<file path="src/rtl/mem_loader_pkg.sv">
// -----------------------------------------------------------------------------
// mem_loader_pkg
// Shared definitions for the program-image loader, the RAM model and CPU tests:
//   - ld_state_e     : loader FSM state encoding
//   - BURST_BYTES    : bytes per full burst for the default EXTRA field width
//   - burst_bytes()  : bytes per full burst for a given EXTRA width
//   - burst_data_w() : width of the packed burst data bus for a given EXTRA width
// -----------------------------------------------------------------------------
package mem_loader_pkg;

    typedef enum logic [2:0] {
        ST_IDLE  = 3'd0,
        ST_FILL  = 3'd1,
        ST_WRITE = 3'd2,
        ST_WAIT  = 3'd3,
        ST_DONE  = 3'd4,
        ST_ERR   = 3'd5
    } ld_state_e;

    localparam int unsigned DEFAULT_EXTRA = 32'd4;
    localparam int unsigned BURST_BYTES   = 32'd1 << DEFAULT_EXTRA;

    // Number of bytes in a full burst when the length field is 'extra' bits wide.
    function automatic int unsigned burst_bytes(input int unsigned extra);
        return 32'd1 << extra;
    endfunction

    // Width in bits of the little-endian packed burst data bus.
    function automatic int unsigned burst_data_w(input int unsigned extra);
        return burst_bytes(extra) * 32'd8;
    endfunction

endpackage

</file>
<file path="src/rtl/mem_loader_pack.sv">
// -----------------------------------------------------------------------------
// mem_loader_pack
// Byte-lane packing register for one burst. Each pushed byte lands in the lane
// selected by the current count, then the count advances. A clear zeroes all
// lanes and the count, so lanes beyond the burst length always read as zero.
// Ports:
//   clk_i    clock
//   rst_ni   asynchronous active-low reset
//   clear_i  zero lanes and count (takes priority over push_i)
//   push_i   store byte_i at lane count_o, count_o++
//   byte_i   byte to store
//   lanes_o  packed burst bytes, byte i at [8i+7:8i]
//   count_o  number of bytes held (0 .. 2**EXTRA)
// -----------------------------------------------------------------------------
module mem_loader_pack
    import mem_loader_pkg::*;
#(
    parameter  int unsigned EXTRA = 4,
    localparam int unsigned DW    = burst_data_w(EXTRA),
    localparam int unsigned CW    = EXTRA + 1
) (
    input  logic          clk_i,
    input  logic          rst_ni,
    input  logic          clear_i,
    input  logic          push_i,
    input  logic [7:0]    byte_i,
    output logic [DW-1:0] lanes_o,
    output logic [CW-1:0] count_o
);

    logic [DW-1:0] lanes_q, lanes_d;
    logic [CW-1:0] count_q, count_d;

    // Next-state for the lane register and byte count.
    always_comb begin
        lanes_d = lanes_q;
        count_d = count_q;
        if (clear_i) begin
            lanes_d = {DW{1'b0}};
            count_d = {CW{1'b0}};
        end else if (push_i) begin
            lanes_d[{count_q[EXTRA-1:0], 3'b000} +: 8] = byte_i;
            count_d = count_q + CW'(1);
        end else begin
            lanes_d = lanes_q;
            count_d = count_q;
        end
    end

    // Lane register and count state.
    always_ff @(posedge clk_i or negedge rst_ni) begin
        if (!rst_ni) begin
            lanes_q <= {DW{1'b0}};
            count_q <= {CW{1'b0}};
        end else begin
            lanes_q <= lanes_d;
            count_q <= count_d;
        end
    end

    assign lanes_o = lanes_q;
    assign count_o = count_q;

endmodule

</file>
<file path="src/rtl/mem_loader.sv">
// -----------------------------------------------------------------------------
// mem_loader
// Loads a program image from a valid/ready byte stream into RAM through a
// genrom-style burst write port. Bytes are packed into bursts of up to
// 2**EXTRA bytes; every burst is bounds-checked against upper_bound_i before
// it is written, and a memory fault reported the cycle after the write
// aborts the load with a sticky error.
// Ports:
//   clk_i          clock, all state on rising edge
//   rst_ni         asynchronous active-low reset
//   start_i        pulse: begin a load at start_addr_i (ignored while busy)
//   start_addr_i   first byte address of the image
//   upper_bound_i  highest writable byte address (inclusive)
//   in_data_i      stream byte
//   in_valid_i     stream byte valid
//   in_last_i      final byte of the image (qualified by in_valid_i)
//   in_ready_o     loader accepts a byte this cycle
//   mem_addr_o     burst base address
//   mem_extra_o    burst byte count minus one
//   mem_data_o     burst bytes, little-endian, unused lanes zero
//   mem_we_o       one-cycle write strobe per burst
//   mem_error_i    memory fault, valid the cycle after mem_we_o
//   busy_o         load in progress
//   done_o         one-cycle pulse: image fully written
//   error_o        sticky fault flag, cleared by the next accepted start
// Timing: a burst of N bytes takes N FILL cycles, one WRITE cycle (strobe
// high) and one WAIT cycle (fault sampled).
// -----------------------------------------------------------------------------
module mem_loader
    import mem_loader_pkg::*;
#(
    parameter  int unsigned AW    = 4,
    parameter  int unsigned EXTRA = 4,
    localparam int unsigned DW    = burst_data_w(EXTRA),
    localparam int unsigned NB    = burst_bytes(EXTRA),
    localparam int unsigned CW    = EXTRA + 1,
    localparam int unsigned ABW   = AW + 1,
    localparam int unsigned BW    = AW + EXTRA + 2
) (
    input  logic             clk_i,
    input  logic             rst_ni,
    input  logic             start_i,
    input  logic [ABW-1:0]   start_addr_i,
    input  logic [ABW-1:0]   upper_bound_i,
    input  logic [7:0]       in_data_i,
    input  logic             in_valid_i,
    input  logic             in_last_i,
    output logic             in_ready_o,
    output logic [ABW-1:0]   mem_addr_o,
    output logic [EXTRA-1:0] mem_extra_o,
    output logic [DW-1:0]    mem_data_o,
    output logic             mem_we_o,
    input  logic             mem_error_i,
    output logic             busy_o,
    output logic             done_o,
    output logic             error_o
);

    ld_state_e        state_q;
    logic [ABW-1:0]   base_q;
    logic             last_q;
    logic             bound_fail_q;
    logic             in_ready_q;
    logic             mem_we_q;
    logic [ABW-1:0]   mem_addr_q;
    logic [EXTRA-1:0] mem_extra_q;
    logic             busy_q;
    logic             done_q;
    logic             error_q;

    logic             accept_s;
    logic             burst_end_s;
    logic             pack_clear_s;
    logic [CW-1:0]    count_s;
    logic [BW-1:0]    end_addr_s;
    logic             over_s;

    // in_ready_q is only ever high in FILL, so it fully qualifies the handshake.
    assign accept_s    = in_valid_i & in_ready_q;
    assign burst_end_s = accept_s & (in_last_i | (count_s == CW'(NB - 1)));

    // While the closing byte is accepted count_s still holds N-1, so
    // base + count_s is the last address the burst would touch. The wide
    // adder makes any carry out of the address width compare as out of range.
    assign end_addr_s  = BW'(base_q) + BW'(count_s);
    assign over_s      = (end_addr_s > BW'(upper_bound_i));

    // Packing register is emptied on an accepted start and after a clean write.
    always_comb begin
        pack_clear_s = 1'b0;
        case (state_q)
            ST_IDLE: begin
                if (start_i) begin
                    pack_clear_s = 1'b1;
                end else begin
                    pack_clear_s = 1'b0;
                end
            end
            ST_WAIT: begin
                if (!mem_error_i) begin
                    pack_clear_s = 1'b1;
                end else begin
                    pack_clear_s = 1'b0;
                end
            end
            default: pack_clear_s = 1'b0;
        endcase
    end

    mem_loader_pack #(
        .EXTRA (EXTRA)
    ) u_pack (
        .clk_i   (clk_i),
        .rst_ni  (rst_ni),
        .clear_i (pack_clear_s),
        .push_i  (accept_s),
        .byte_i  (in_data_i),
        .lanes_o (mem_data_o),
        .count_o (count_s)
    );

    // Loader FSM with registered handshake, strobe and status outputs.
    always_ff @(posedge clk_i or negedge rst_ni) begin
        if (!rst_ni) begin
            state_q      <= ST_IDLE;
            base_q       <= {ABW{1'b0}};
            last_q       <= 1'b0;
            bound_fail_q <= 1'b0;
            in_ready_q   <= 1'b0;
            mem_we_q     <= 1'b0;
            mem_addr_q   <= {ABW{1'b0}};
            mem_extra_q  <= {EXTRA{1'b0}};
            busy_q       <= 1'b0;
            done_q       <= 1'b0;
            error_q      <= 1'b0;
        end else begin
            mem_we_q <= 1'b0;
            done_q   <= 1'b0;
            case (state_q)
                ST_IDLE: begin
                    if (start_i) begin
                        base_q       <= start_addr_i;
                        error_q      <= 1'b0;
                        last_q       <= 1'b0;
                        bound_fail_q <= 1'b0;
                        in_ready_q   <= 1'b1;
                        busy_q       <= 1'b1;
                        state_q      <= ST_FILL;
                    end else begin
                        in_ready_q   <= 1'b0;
                        busy_q       <= 1'b0;
                    end
                end
                ST_FILL: begin
                    // The strobe is launched on the edge that accepts the closing
                    // byte so that the WRITE cycle carries mem_we_o.
                    if (burst_end_s) begin
                        in_ready_q   <= 1'b0;
                        last_q       <= in_last_i;
                        bound_fail_q <= over_s;
                        state_q      <= ST_WRITE;
                        if (!over_s) begin
                            mem_we_q    <= 1'b1;
                            mem_addr_q  <= base_q;
                            mem_extra_q <= count_s[EXTRA-1:0];
                        end else begin
                            mem_we_q    <= 1'b0;
                        end
                    end else begin
                        in_ready_q   <= 1'b1;
                    end
                end
                ST_WRITE: begin
                    if (bound_fail_q) begin
                        error_q <= 1'b1;
                        state_q <= ST_ERR;
                    end else begin
                        state_q <= ST_WAIT;
                    end
                end
                ST_WAIT: begin
                    if (mem_error_i) begin
                        error_q <= 1'b1;
                        state_q <= ST_ERR;
                    end else begin
                        base_q <= base_q + ABW'(count_s);
                        if (last_q) begin
                            done_q     <= 1'b1;
                            state_q    <= ST_DONE;
                        end else begin
                            in_ready_q <= 1'b1;
                            state_q    <= ST_FILL;
                        end
                    end
                end
                ST_DONE: begin
                    busy_q  <= 1'b0;
                    state_q <= ST_IDLE;
                end
                ST_ERR: begin
                    busy_q  <= 1'b0;
                    state_q <= ST_IDLE;
                end
                default: begin
                    in_ready_q <= 1'b0;
                    busy_q     <= 1'b0;
                    state_q    <= ST_IDLE;
                end
            endcase
        end
    end

    assign in_ready_o  = in_ready_q;
    assign mem_we_o    = mem_we_q;
    assign mem_addr_o  = mem_addr_q;
    assign mem_extra_o = mem_extra_q;
    assign busy_o      = busy_q;
    assign done_o      = done_q;
    assign error_o     = error_q;

endmodule

</file>
<file path="config.mk">
export PLATFORM = sky130hd
export DESIGN_NAME = mem_loader
export DESIGN_NICKNAME = d
export VERILOG_FILES = /design/src/rtl/mem_loader_pkg.sv /design/src/rtl/mem_loader_pack.sv /design/src/rtl/mem_loader.sv
export SDC_FILE = /design/constraint.sdc
export NUM_CORES = 1
export LEC_CHECK = 0
export ABC_AREA = 1
export CORE_UTILIZATION = 35
export CTS_BUF_LIST = sky130_fd_sc_hd__clkbuf_4 sky130_fd_sc_hd__clkbuf_8 sky130_fd_sc_hd__clkbuf_16
export DETAILED_ROUTE_END_ITERATION = 10
export PLACE_DENSITY = 0.63
export SETUP_SLACK_MARGIN = 0.2
export SYNTH_ARGS = -nofsm -noshare
export SYNTH_HDL_FRONTEND = slang
export SYNTH_HIERARCHICAL = 1
export SYNTH_SLANG_ARGS = --single-unit
</file>
<file path="constraint.sdc">
create_clock -name clk_i -period 3.2 [get_ports clk_i]
set_input_delay 0.64 -clock clk_i [delete_from_list [all_inputs] [get_ports clk_i]]
set_output_delay 0.64 -clock clk_i [all_outputs]
set_load 0.01 [all_outputs]
</file>
==> impl_metrics.json <==
{
  "worstMarginPinSlew_ps": 811,
  "root_buffer": "clkbuf_16",
  "core_area_um2": 21200,
  "synthArstFlopShare_pct": 100,
  "io_pins": 166,
  "antenna_left": 0,
  "setup_violations": 0,
  "mostFrequentLayoutCell": "nand2_1",
  "netlist_instances": 869,
  "p_comb_share_pct": 45.5,
  "ys_warn_count": 6,
  "synth.distinct_cells": 42,
  "p_total_w": 0.00839,
  "rsz0062_at_grt": "no",
  "fin_nets": 1071,
  "drt-initial-drc-count": 443,
  "worstPathArrival_ps": 2920,
  "maxCapViolCount": 0,
  "drtPass1Iterations": 5,
  "peakVddDrop_mv": 0.525,
  "ff2ff_path_depth": 15,
  "period_share_pct": 81.7,
  "ys.flop_type": "dfrtp_1",
  "hold_path.class": "input pin to asynchronous set/reset pin",
  "path_max_fanout": 10,
  "finalSetupTns_ps": 0,
  "synth_edf_count": 0,
  "area_growth_pct": 32.9,
  "antenna_cells": 0,
  "antenna_found_initial": 1,
  "switching_share_pct": 43.7,
  "cts_max_path_buffers": 2,
  "skew_ps": 13.2,
  "nFillCells": 2059,
  "slew_headroom_pct": 45.6,
  "p_int_w": 0.00473,
  "h-tree-depth": 4,
  "crit_path_end_kind": "flop",
  "synth_seq_cells": 157,
  "p_per_area_nw_per_um2": 824,
  "dp_hpwl_um": 15800,
  "endpoint": "mem_addr_o[2]$_DFFE_PN0P_",
  "gp_congestion": 0.821,
  "pwr-share-clk_pct": 24.6,
  "syn_nets": 908,
  "layout.area.seq_um2": 3930,
  "synth.yosys.seq_area_share_pct": 51.3,
  "r2r_end": "mem_addr_o[2]$_DFFE_PN0P_",
  "die_height_um": 150,
  "grt.total_usage_pct": 20.4,
  "die_x_um": 150,
  "design_area_um2": 10200,
  "cts-hold-fix-buffers": 0,
  "grt_pass1_vias": 6454,
  "place_area_um2": 9580,
  "status": "finished, final reports clean",
  "portBuffers": 165,
  "grt_max_degree": 62,
  "layout_common_cells": "nand2_1, nand3_1, clkdlybuf4s50_1",
  "leakagePower_nw": 4.92,
  "cts_tree": "built",
  "post_cts.repair.setup_buffers": 0,
  "wirelength_um": 22300,
  "cts_made_buffers": 17,
  "period_minus_slack_ps": 2610,
  "synth_area_um2": 7660,
  "wl_per_cell_um": 16.9,
  "rrSetupSlack_ps": 590,
  "vias": 6679,
  "fmax_ghz": 0.383,
  "timing.critical_path.required_ps": 3510,
  "grt_pass1_wl_um": 35200,
  "pre_cts_ws_ps": 302,
  "post-route-drc-count": 0,
  "row_count": 53,
  "drv_slew": 0,
  "clk_latency_ps": 430,
  "r2r_start": "base_q[0]$_DFFE_PN0P_",
  "clk_pin_slew_ps": 60,
  "multiInputGateArea_um2": 3310,
  "cts_resized": 0,
  "start_kind": "flop",
  "cts.sinks": 157,
  "worstSetupPathType": "flop to flop",
  "viasPerCell": 5.06,
  "synth.avg_cell_area_um2": 8.82,
  "drive_above_1_share_pct": 10.5,
  "die_area_um2": 22500,
  "startpoint": "base_q[0]$_DFFE_PN0P_",
  "fin_ws_ps": 586,
  "start_util_pct": 36.1,
  "gr-total-overflow": 0,
  "final_core_util_pct": 48.0,
  "hold_viol": 0,
  "p_sw_w": 0.00366,
  "seqPwrFrac_pct": 30.0
}
==> cell usage after synthesis (11+ instances only) <==
cell	instances	share of area, %
nand2_1	220	11
nand3_1	215	14
dfrtp_1	157	51
inv_1	46	2.3
nor2_1	34	1.7
o21ai_0	33	2.2
ha_1	14	2.3
nand4_1	14	1.1
inv_2	13	0.64
buf_1	11	0.54
nand2_2	11	0.90
o21ai_1	11	0.72
==> worst max-delay path: stages, from the launching register on <==
cell and delay, ps:
dfrtp_1 370, ha_1 200, inv_1 70, fa_1 410
xnor2_1 290, ha_1 290, nand2_1 70, inv_2 40
nand2_1 50, nand2_1 40, nand2_1 50, nand2_1 40
nand2_1 270, nand2_4 160, nand2_1 90, nand2_1 60
==> power by group through the flow <==
stage	sequential (W)	clock, W	combinational (W)
2_1_floorplan	0.00264	0	0.00256
3_3_place_gp	0.00255	0	0.00377
3_5_place_dp	0.00255	0	0.00380
4_1_cts	0.00252	0.00210	0.00382
5_1_grt	0.00255	0.00219	0.00419
6_report	0.00251	0.00206	0.00382
==> how the worst min path moves through the flow <==
stage,start,to,cells past startpoint
6_report,rst_ni,u_pack/lanes_o[84]$_DFFE_PN0P_,1
4_1_cts,rst_ni,u_pack/lanes_o[84]$_DFFE_PN0P_,1
3_5_place_dp,mem_addr_o[1]$_DFFE_PN0P_,mem_addr_o[1]$_DFFE_PN0P_,2
2_1_floorplan,rst_ni,base_q[0]$_DFFE_PN0P_,0
5_1_grt,rst_ni,u_pack/lanes_o[85]$_DFFE_PN0P_,1
3_3_place_gp,mem_addr_o[2]$_DFFE_PN0P_,mem_addr_o[2]$_DFFE_PN0P_,2
==> state kept, by name (all words and copies together) (netlist names) <==
signal,cells
mem_we_o,1
u_pack/lanes_o,128
last_q,1
state_q,3
mem_extra_o,4
base_q,5
error_o,1
in_ready_o,1
done_o,1
mem_addr_o,5
u_pack/count_o,5
bound_fail_q,1
busy_o,1
==> logic make-up after synthesis <==
group	after synthesis	share of synthesized area, %
xor gates and xnor gates	2	0.229
AOI/OAI and AO/OA	65	4.72
and+or+nand+nor	536	35.7
buffers and inverters	94	5.52
DFF	157	51.3
adders and majority gates	15	2.55
==> per-layer routing <==
metal  vias to the layer above  wire [µm]  global-route usage, %
met4                         0        501                   6.72
li1                       3239          -                      -
met3                        32       1200                   4.36
met5                         -          0                      0
met1                      3183      10300                   28.3
met2                       225      10300                   31.6
==> final cells by class <==
type	count	share of cell area, %
Sequential cell	157	38.6
Multi-Input combinational cell	618	32.5
Timing Repair Buffer	176	17.3
Clock buffer	20	4.58
Tap cell	275	3.38
Inverter	62	2.36
Clock inverter	11	1.30
==> stage by stage <==
stage | cells | hold WS, ps
3_3_place_gp | 1288 | 456
3_5_place_dp | 1288 | 462
5_1_grt | 1319 | 207
4_1_cts | 1319 | 196
2_1_floorplan | 869 | 344
6_report | 1319 | 179
Note: power is estimated with default switching activity, not from simulation.
